[src/rtl/mem_lsu_stage.sv]
// Memory stage: issues loads/stores on a req/gnt/rvalid port, stalls while an
// access is outstanding, extends load data and registers the MEM/WB outputs.
//
// Memory port handshake: data_req_o is held high, with address, write enable,
// byte enables and store data stable, until the cycle data_gnt_i is seen high.
// A read returns with data_rvalid_i in a later cycle; rvalid seen in the grant
// cycle, or outside an outstanding read, is ignored.
module mem_lsu_stage #(
    parameter int XLEN    = 32,
    parameter int RD_W    = 5,
    parameter int TIMEOUT = 16
) (
    input  logic              clk,
    input  logic              rst,
    input  logic              valid_i,
    input  logic              memread_i,
    input  logic              memwrite_i,
    input  logic              regwrite_i,
    input  logic              memtoreg_i,
    input  logic [2:0]        funct3_i,
    input  logic [RD_W-1:0]   rd_i,
    input  logic [XLEN-1:0]   alu_rst_i,
    input  logic [XLEN-1:0]   mem_wdata_i,
    output logic              stall_o,
    output logic              data_req_o,
    output logic              data_we_o,
    output logic [XLEN/8-1:0] data_be_o,
    output logic [XLEN-1:0]   data_addr_o,
    output logic [XLEN-1:0]   data_o,
    input  logic              data_gnt_i,
    input  logic              data_rvalid_i,
    input  logic [XLEN-1:0]   data_i,
    output logic              valid_o,
    output logic              memtoreg_o,
    output logic              regwrite_o,
    output logic [RD_W-1:0]   rd_o,
    output logic [XLEN-1:0]   alu_rst_o,
    output logic [XLEN-1:0]   mem_rdata_o,
    output logic              misalign_o,
    output logic              timeout_o,
    output logic [1:0]        state_o
);

    localparam int NB = XLEN / 8;
    localparam int LW = $clog2(NB);
    localparam int CW = $clog2(TIMEOUT + 2);
    localparam logic [31:0] TO_LIM = TIMEOUT;

    typedef enum logic [1:0] {
        IDLE     = 2'd0,
        WAIT_GNT = 2'd1,
        WAIT_RV  = 2'd2
    } state_t;

    state_t          state;
    state_t          state_nxt;
    logic [CW-1:0]   cnt;
    logic            mem_op;
    logic            is_load;
    logic            misalign;
    logic            mis_size;
    logic [2:0]      align_mask;
    logic [NB-1:0]   be_base;
    logic [LW-1:0]   lane;
    logic            expire;
    logic            misalign_evt;
    logic            timeout_evt;
    logic            load_done;
    logic [XLEN-1:0] sh;
    logic [XLEN-1:0] load_ext;

    assign mem_op  = valid_i & (memread_i | memwrite_i);
    assign is_load = memread_i & ~memwrite_i;
    assign lane    = alu_rst_i[LW-1:0];
    assign state_o = state;

    // The wait limit counts the cycle the wait began (issue or grant cycle).
    assign expire = (TO_LIM != 32'd0) &&
                    (({{(32-CW){1'b0}}, cnt} + 32'd2) >= TO_LIM);

    // Size decode: alignment mask, base byte enables, illegal sizes.
    always_comb begin
        mis_size   = 1'b0;
        align_mask = 3'd0;
        be_base    = '0;
        case (funct3_i[1:0])
            2'b00: begin align_mask = 3'd0; be_base = NB'(1);  end
            2'b01: begin align_mask = 3'd1; be_base = NB'(3);  end
            2'b10: begin align_mask = 3'd3; be_base = NB'(15); end
            default: begin
                align_mask = 3'd7;
                be_base    = '1;
                mis_size   = (XLEN == 32);
            end
        endcase
        if (funct3_i == 3'b111) mis_size = 1'b1;
        misalign = mis_size | ((3'(lane) & align_mask) != 3'd0);
    end

    // Extend the addressed lane of the read word.
    always_comb begin
        sh = data_i >> {lane, 3'b000};
        case (funct3_i)
            3'b000:  load_ext = XLEN'($signed(sh[7:0]));
            3'b001:  load_ext = XLEN'($signed(sh[15:0]));
            3'b010:  load_ext = XLEN'($signed(sh[31:0]));
            3'b100:  load_ext = XLEN'(sh[7:0]);
            3'b101:  load_ext = XLEN'(sh[15:0]);
            3'b110:  load_ext = XLEN'(sh[31:0]);
            default: load_ext = sh;
        endcase
    end

    // State register.
    always_ff @(posedge clk or negedge rst) begin
        if (!rst) state <= IDLE;
        else      state <= state_nxt;
    end

    // Wait counter: cleared whenever the state changes, counts while waiting.
    always_ff @(posedge clk or negedge rst) begin
        if (!rst)                                     cnt <= '0;
        else if (state_nxt == IDLE || state_nxt != state) cnt <= '0;
        else                                          cnt <= cnt + 1'b1;
    end

    // Next-state logic; a grant or rvalid beats an expiring timer.
    always_comb begin
        state_nxt = state;
        case (state)
            IDLE: begin
                if (mem_op && !misalign) begin
                    if (!data_gnt_i)   state_nxt = WAIT_GNT;
                    else if (is_load)  state_nxt = WAIT_RV;
                end
            end
            WAIT_GNT: begin
                if (data_gnt_i)   state_nxt = is_load ? WAIT_RV : IDLE;
                else if (expire)  state_nxt = IDLE;
            end
            WAIT_RV: begin
                if (data_rvalid_i || expire) state_nxt = IDLE;
            end
            default: state_nxt = IDLE;
        endcase
    end

    // Memory-port drive, stall and completion events.
    always_comb begin
        data_req_o   = rst & (((state == IDLE) & mem_op & ~misalign) |
                              (state == WAIT_GNT));
        stall_o      = rst & (state_nxt != IDLE);
        data_we_o    = data_req_o & ~is_load;
        data_be_o    = be_base << lane;
        data_addr_o  = {alu_rst_i[XLEN-1:LW], {LW{1'b0}}};
        data_o       = mem_wdata_i << {lane, 3'b000};
        misalign_evt = (state == IDLE) & mem_op & misalign;
        timeout_evt  = expire & (((state == WAIT_GNT) & ~data_gnt_i) |
                                 ((state == WAIT_RV) & ~data_rvalid_i));
        load_done    = (state == WAIT_RV) & data_rvalid_i;
    end

    // MEM/WB register: capture on completion, bubble while stalled.
    always_ff @(posedge clk or negedge rst) begin
        if (!rst) begin
            valid_o     <= 1'b0;
            memtoreg_o  <= 1'b0;
            regwrite_o  <= 1'b0;
            rd_o        <= '0;
            alu_rst_o   <= '0;
            mem_rdata_o <= '0;
            misalign_o  <= 1'b0;
            timeout_o   <= 1'b0;
        end else if (state_nxt == IDLE) begin
            valid_o     <= valid_i;
            memtoreg_o  <= memtoreg_i & valid_i & ~misalign_evt & ~timeout_evt;
            regwrite_o  <= regwrite_i & valid_i & ~misalign_evt & ~timeout_evt;
            rd_o        <= rd_i;
            alu_rst_o   <= alu_rst_i;
            mem_rdata_o <= load_done ? load_ext : '0;
            misalign_o  <= misalign_evt;
            timeout_o   <= timeout_evt;
        end else begin
            valid_o     <= 1'b0;
            memtoreg_o  <= 1'b0;
            regwrite_o  <= 1'b0;
            mem_rdata_o <= '0;
            misalign_o  <= 1'b0;
            timeout_o   <= 1'b0;
        end
    end

endmodule

[config.mk]
export PLATFORM = sky130hd
export DESIGN_NAME = mem_lsu_stage
export DESIGN_NICKNAME = d
export VERILOG_FILES = /design/src/rtl/mem_lsu_stage.sv
export SDC_FILE = /design/constraint.sdc
export NUM_CORES = 1
export LEC_CHECK = 0
export BUFFER_PORTS_ARGS = -buffer_cell sky130_fd_sc_hd__buf_2
export CORE_MARGIN = 1
export CORE_UTILIZATION = 45
export CTS_BUF_LIST = sky130_fd_sc_hd__clkbuf_8
export CTS_CLUSTER_SIZE = 24
export DETAILED_ROUTE_END_ITERATION = 10
export PLACE_DENSITY_LB_ADDON = 0.12
export SLEW_MARGIN = 20
export SYNTH_ARGS = -nofsm -noshare
export SYNTH_HDL_FRONTEND = slang
export SYNTH_SLANG_ARGS = --single-unit
[constraint.sdc]
create_clock -name clk -period 2.5 [get_ports clk]
set_clock_uncertainty 0.1 [all_clocks]
set_input_delay 0.625 -clock clk [delete_from_list [all_inputs] [get_ports clk]]
set_output_delay 0.625 -clock clk [all_outputs]
set_load 0.01 [all_outputs]
After elaboration in Yosys (flattened, before gate mapping) --
Index checks and enable logic that the tools add are counted.
Storage, ports and cells: bits in writable memories 0, register bits 81, output and inout port bits 147, input bits 113, ROM bits 0, memories 0, bits in latches 0, logic and storage cells 87
Operators by class: $lt $le $gt $ge 1, shift-type cells 3, reductions and logical operators 11, add/subtract/negate cells 2, $mul 0, div/mod/pow operators 0, bitwise gates (word level) 30, equal/unequal tests 9, multiplexer cells 21
Operators by type and width (count):
- 32-bit case mux with 4 select lines | 1
- 32-bit two-way mux | 2
- 32-bit by 5-bit left shift with 32-bit output | 1
- 32-bit by 5-bit right shift with 32-bit output | 1
- 1-bit bitwise AND | 18
- 2-bit two-way mux | 7
- 3-bit == test (second input constant) | 3
- 3-bit case mux with 3 select lines | 1
- 4-bit case mux with 2 select lines | 1
- 1-bit two-way mux | 7
- 1-bit NOT | 7
- 5-bit by 2-bit adder with 6-bit output (second input constant) | 1
- 6-bit by 5-bit greater-or-equal comparator with 1-bit output (second input constant) | 1
- 2-bit logical NOT | 3
- 2-bit case mux with 3 select lines | 1
- 5-bit by 1-bit adder with 5-bit output (second input constant) | 1
- 5-bit two-way mux | 1
- 2-bit by 1-bit == test with 1-bit output (second input constant) | 2
- 2-bit == test (second input constant) | 2
- 1-bit bitwise OR | 4
- 4-bit by 2-bit left shift with 4-bit output | 1
- 2-bit by 3-bit bitwise AND with 3-bit output | 1
- 3-bit by 1-bit == test with 1-bit output (second input constant) | 1
- 3-bit logical NOT | 1
- other kinds (7) | 8

Logic depth before layout (Yosys ltp) --
Gate-level depths: netlist of run 1.
word-level depth 12, mapped depth 8, gate-level depth less buffers 5

Worst setup path after synthesis of run 1 --
OpenSTA, ideal clock, no wires.
path kind input to output, start in alu_rst_i[1], end out data_be_o[2], stages on the path 4, buffers on the path 3, data required time 1.775 ns, arrival 1.800 ns, path slack -0.025 ns, cells stage by stage buf_4 > buf_1 > clkbuf_1 > mux2i_1
On the way: word-level cells in the longest chain between the ends 1
RTL lines:
- from (decl) | RTL line 22 | input logic [XLEN-1:0] alu_rst_i,
- 4-bit by 2-bit left shift with 4-bit output | RTL line 154 | data_be_o = be_base << lane;
- to (decl) | RTL line 27 | output logic [XLEN/8-1:0] data_be_o,
Every way passes these cells.

Worst setup path in the final report of run 1 --
start in alu_rst_i[1], end out stall_o
On the way: word-level cells in the longest chain between the ends 9
RTL lines:
- 2-bit by 3-bit bitwise AND with 3-bit output | RTL line 97 | misalign = mis_size | ((3'(lane) & align_mask) != 3'd0);
- 3-bit nonzero test | RTL line 97
- 1-bit bitwise OR | RTL line 97
- 1-bit logical NOT | RTL line 132 | if (mem_op && !misalign) begin
- 1-bit logical AND | RTL line 132
- 2-bit two-way mux | RTL line 132
- 2-bit case mux with 3 select lines | RTL line 130 | case (state)
- net state_nxt[0] | RTL line 56 | state_t state_nxt;
- 2-bit nonzero test | RTL line 152 | stall_o = rst & (state_nxt != IDLE);
- 1-bit bitwise AND | RTL line 152
- to (decl) | RTL line 24 | output logic stall_o,
The timed path passes the listed nets, and every way through them passes these cells.

==> flow_summary.yaml, run 1 <==
run_status:
  status: "finished, final reports clean"
pwr:
  intPower_mw: 2.362
  switching_power_mw: 0.9401
  seq_power_share: 0.439
  p_leak_nw: 3.287
  vdd_ir_drop_max_uv: 314.6
  power_frac_comb: 0.244
  switching_share: 0.2847
  powerDensity_mw_per_mm2: 557.7
  power.total_mw: 3.302
  clock_power_share: 0.318
clocking:
  cts_max_level: 3
  cts_inserted_buffers: 9
  cts_setup_buffers: 0
  clk_pin_slew_ns: 0.08
  cts_tree: "yes"
  clockBufferDepth: 2
  root_buffer: "clkbuf_8"
  clk-insertion-delay-late_ns: 0.34
  cts.sinks: 81
die:
  die_h_um: 100.8
  rows: 35
  start_util: 0.4692
  core_area_mm2: 0.009371
  die_w_um: 100.8
  ios: 260
  die_area_mm2: 0.01017
setup_path:
  rrSetupSlack_ns: 0.18
  crit_path_frequent_cell: "buf_2"
  critPathKind: "primary input to output port"
  end_kind: "output port"
  crit_path_cell_trace: "buf_2 > nor3_4 > o221ai_2 > a21oi_2 > nor2_4 > nor2b_2 > buf_2"
  critical_path.startpoint_type: "primary input"
  cp_top_family: "simple AND/OR/NAND/NOR gates"
  cp.required_ns: 1.77
  cp_data_arrival_time_ns: 1.75
  max_stage_delay_ns: 0.24
  crit_fanout: 6
  path_buf_inv: 2
  slowest_stage: "nor3_4"
global_routing:
  overflow: 0
  antenna_found_initial: 1
  grt_max_degree: 46
  grt_pass1_wl_mm: 17.83
  grt_use_total: 0.2291
  grt_pass1_vias: 3643
sta:
  hold_slack_ns: 0.2307
  hold_viol_final: 0
  drv_slew: 0
  setup_viol: 0
  max_slew_margin: 0.5324
  max_freq_mhz: 403.9
  rsz0062_at_grt: "yes"
  period_needed_ns: 2.476
  fin_setup_tns_ns: 0
  worst_pin_slew_ns: 0.7013
  fin_crit_sh: 0.9905
  fin_ws_ns: 0.02383
logic_synthesis:
  yosys_warnings: 0
  synth-xor-area-share: 0.003984
  postSynth.asyncResetShare: 1.000
  syn-instance-count: 400
  synthDistinctLibCells: 43
  yosysSeqAreaShare: 0.4610
  synth_area_leaders: "dfrtp_1, mux2_4, mux2i_1"
  synthAdderAreaFrac: 0.002846
  syn_area_mm2: 0.004397
  synth_compound_area_frac: 0.1056
  ys_seq_elements: 81
  synth_mux_area_frac: 0.2055
  yosysTopAreaCell: "dfrtp_1"
  synth_top_area_share: 0.4610
  synth_top_family_by_area: "multiplexers"
  synthSimpleGateAreaFrac: 0.1298
  synth_ff_type: "dfrtp_1"
  syn_area_per_cell_um2: 10.99
  synth_edf_count: 0
route:
  route.vias.total: 3842
  drc: 0
  drt-total-wl_mm: 11.78
  drtIter0Drc: 121
  routedWlPerCell_um: 15.38
  drtAntennaViolNets: 0
  first_pass_iters: 4
  vias_per_cell: 5.016
cells_and_area:
  drive_above_1_share: 0.5440
  multi_input_area_mm2: 0.002009
  area_growth_pct: 34.66
  num-fill-cells: 808
  final_cell_mix: "buf_2, dfrtp_1, nand2_1"
  ff_latch_area_mm2: 0.002028
  final_nets: 745
  final_util: 0.6318
  layout_commonest_cell: "buf_2"
placement:
  gp_congestion: 0.8445
  place_hpwl_mm: 9.031
  io_buffers: 257
  pre_cts_ws_ns: -0.06343
min_path:
  hold_path_class: "primary input to asynchronous set/reset pin"
flow_run:
  drv_cap: 0
-- stage by stage --
stage	instance area, um^2	cells
CTS	5857	764
detailed placement	5620	747
floorplan	4402	401
global route	5921	766
global placement	5620	747
finish	5921	766
-- state kept, by name (all words and copies together), names as in the netlist --
signal,count
cnt,5
timeout_o,1
memtoreg_o,1
mem_rdata_o,32
alu_rst_o,32
rd_o,5
regwrite_o,1
valid_o,1
state_o,2
misalign_o,1
-- final timing paths --
path                              startpoint            to  cells past startpoint
worst max-delay path            alu_rst_i[1]       stall_o                      7
worst max register to register    state_o[0]       rd_o[3]                      6
max in group asynchronous                rst  alu_rst_o[0]                      2
worst min-delay path                     rst  alu_rst_o[2]                      2
worst min register to register        cnt[0]        cnt[0]                      1
min in group clk                      cnt[0]        cnt[0]                      1
-- worst register-to-register path, cell delays in order, from the launching register on --
cell	delay, ns
dfrtp_1	0.46
nor2b_2	0.21
a32oi_1	0.24
o21ai_2	0.12
nor2_4	0.10
buf_4	0.57
mux2_2	0.43
-- cells in the mapped netlist, drive strengths merged (2+ instances only) --
cell type and count:
buf 46, a21oi 19, nand3 2, inv 2, and2 10, mux2i 34, o21ai 27, nor2b 20
dfrtp 81, nand2 40, nand2b 2, mux2 38, nor3b 2, a211oi 22, clkbuf 12, and4 2
nor3 3, nor2 23
-- routing by layer --
| metal | vias up | GRT usage | part of all wire |
|---|---|---|---|
| met5 | - | 0 | 0 |
| met4 | 0 | 0.1059 | 0.021 |
| met3 | 19 | 0.04300 | 0.066 |
| met2 | 184 | 0.4020 | 0.51 |
| met1 | 1831 | 0.2717 | 0.40 |
| li1 | 1808 | - | - |
-- power groups by stage --
stage / Combinational [mW] / Clock [mW] / Sequential, mW
final: 0.805 / 1.05 / 1.45
after detailed placement: 0.796 / 0 / 1.47
after global routing: 0.873 / 1.12 / 1.46
after floorplan: 0.435 / 0 / 1.51
after CTS: 0.802 / 1.07 / 1.45
after global placement: 0.783 / 0 / 1.47
-- timing repair --
action | CTS | global route
setup endpoints to repair | 1 | 18
pin swaps | 0 | 2
resized for setup | 2 | 10
gates cloned | 0 | 1
hold buffers | 1 | 0
hold endpoints to repair | 6 | 0
-- cell families after synthesis --
group,after synthesis
AO/OA/AOI/OAI,73
XOR/XNOR,2
adder cells (fa/ha/maj),1
buffers and inverters,60
flip-flops,81
multiplexers,72
other,1
AND/OR/NAND/NOR,110
-- area by class of cell --
class,instances,share of cell area
Clock buffer,9,0.02092
Antenna cell,1,0.0004227
Timing Repair Buffer,277,0.2523
Tap cell,129,0.02726
Inverter,2,0.001268
Sequential cell,81,0.3426
Clock inverter,7,0.01585
Multi-Input combinational cell,260,0.3394
Note: power is estimated with default switching activity, not from simulation.
==> run 2: changes to the inputs <==
--- a/config.mk
+++ b/config.mk
@@ -11,7 +11,7 @@
 export CTS_BUF_LIST = sky130_fd_sc_hd__clkbuf_8
 export CTS_CLUSTER_SIZE = 24
 export DETAILED_ROUTE_END_ITERATION = 10
-export PLACE_DENSITY_LB_ADDON = 0.12
+export PLACE_DENSITY = 0.82
 export SLEW_MARGIN = 20
 export SYNTH_ARGS = -nofsm -noshare
 export SYNTH_HDL_FRONTEND = slang
==> run 2 against run 1 <==
Against the previous run:
- non-clock buffer count increased by 3
- critical endpoint unchanged
- sequential share of layout area increased by 0.13 points
- total power increased by 2.5%
- global-route usage decreased by 1.0 points
- worst setup slack improved by 0.029 ns
- first-iteration DRC count decreased by 1.7%
==> flow_summary.yaml, run 2 (synthesis gave the netlist of run 1 again) <==
setup_path:
  r2r_cells: 6
  critPathKind: "primary input to output port"
  end_kind: "output port"
  cp_data_arrival_time_ns: 1.72
  cp.required_ns: 1.77
  crit_fanout: 6
  critical_path.startpoint_type: "primary input"
  rrSetupSlack_ns: 0.21
sta:
  max_slew_margin: 0.5453
  rsz0062_at_grt: "yes"
  drv_slew: 0
  setup_viol: 0
  period_needed_ns: 2.447
  hold_viol_final: 0
  worst_pin_slew_ns: 0.6821
  max_freq_mhz: 408.6
  fin_crit_sh: 0.9789
cells_and_area:
  drive_above_1_share: 0.5470
  stdcell_area_mm2: 0.005902
  layout_commonest_cell: "buf_2"
  reg_top3: "alu_rst_o x32, mem_rdata_o x32"
  final_nets: 748
  area_growth_pct: 34.23
  final_cell_mix: "buf_2, dfrtp_1, nand2_1"
min_path:
  hold_path_class: "primary input to asynchronous set/reset pin"
global_routing:
  antenna_found_initial: 0
  grt_use_total: 0.2191
  grt_max_degree: 51
  grt_pass1_vias: 3721
  grt_pass1_wl_mm: 17.28
  overflow: 0
placement:
  place_area_mm2: 0.005618
  io_buffers: 257
  gp_congestion: 0.9064
  place_hpwl_mm: 9.129
clocking:
  clk-insertion-delay-late_ns: 0.33
  cts.sinks: 81
  clockBufferDepth: 2
  cts_hold_buf: 0
  cts_max_level: 3
  clk_pin_slew_ns: 0.09
  root_buffer: "clkbuf_8"
  cts_tree: "yes"
  cts_inserted_buffers: 9
route:
  drtIter0Drc: 119
  route.vias.total: 3903
  drt-total-wl_mm: 11.57
  drtAntennaViolNets: 0
  routedWlPerCell_um: 15.07
  drc: 0
  first_pass_iters: 4
  vias_per_cell: 5.082
die:
  rows: 35
  core_area_mm2: 0.009371
  start_util: 0.4692
  die_area_mm2: 0.01017
  die_w_um: 100.8
  ios: 260
  die_h_um: 100.8
pwr:
  vdd_ir_drop_max_uv: 246.1
  power.total_mw: 3.385
  powerDensity_mw_per_mm2: 573.6
  p_leak_nw: 3.286
flow_run:
  drv_cap: 0
run_status:
  status: "finished, final reports clean"
run 2: what timing repair did:
action                                 4_1_cts  5_1_grt
resized for setup                            5        3
endpoints found under the hold margin        0        0
cloned                                       0        0
setup endpoints to repair                    1        5
buffers inserted                             1        1
pin swaps                                    2        3
run 2: cell type report:
cell class / count / area (um^2)
repair buffers: 280 / 1469
clock buffers: 9 / 123.9
inverters: 2 / 7.507
flip-flops and latches: 81 / 2029
fillers: 790 / 3470
well taps: 129 / 161.4
diodes: 1 / 2.502
multi-input cells: 260 / 1993
clock inverters: 6 / 115.1
run 2: worst max-delay path, cell delays in order:
cell      delay (ns)
buf_2           0.16
nor3_4          0.25
o221ai_2        0.12
a21oi_2         0.22
nor2_4          0.05
nor2b_2         0.14
buf_2           0.16
run 2: routing by layer:
metal,global-route usage,part of all wire
met1,0.2392,0.38
met2,0.4162,0.53
met3,0.03467,0.069
met4,0.09588,0.017
met5,0,0
run 2: metrics by stage:
stage / setup WS [ns] / cells / hold WS [ns] / TNS, ns / utilization
floorplan: 0.1101 / 401 / 0.2294 / 0 / -
global placement: -0.002655 / 750 / 0.3468 / -0.002655 / 0.5995
detailed placement: -0.01866 / 750 / 0.3676 / -0.01866 / 0.5995
CTS: 0.02801 / 766 / 0.2573 / 0 / 0.6278
global route: -0.02273 / 767 / 0.2635 / -0.04427 / 0.6295
finish: 0.05266 / 768 / 0.2496 / 0 / 0.6298
run 2: power by group:
group | internal [mW] | total [mW] | switching [mW]
clock | 0.665 | 1.14 | 0.474
combinational | 0.395 | 0.799 | 0.404
sequential | 1.40 | 1.45 | 0.0482
total | 2.46 | 3.39 | 0.926
run 2: final timing paths:
kind,startpoint,end
worst max register to register,state_o[0],rd_o[3]
min in group clk,cnt[0],cnt[0]
worst max-delay path,funct3_i[0],stall_o
max in group asynchronous,rst,mem_rdata_o[12]
worst min-delay path,rst,valid_o
worst min register to register,cnt[0],cnt[0]
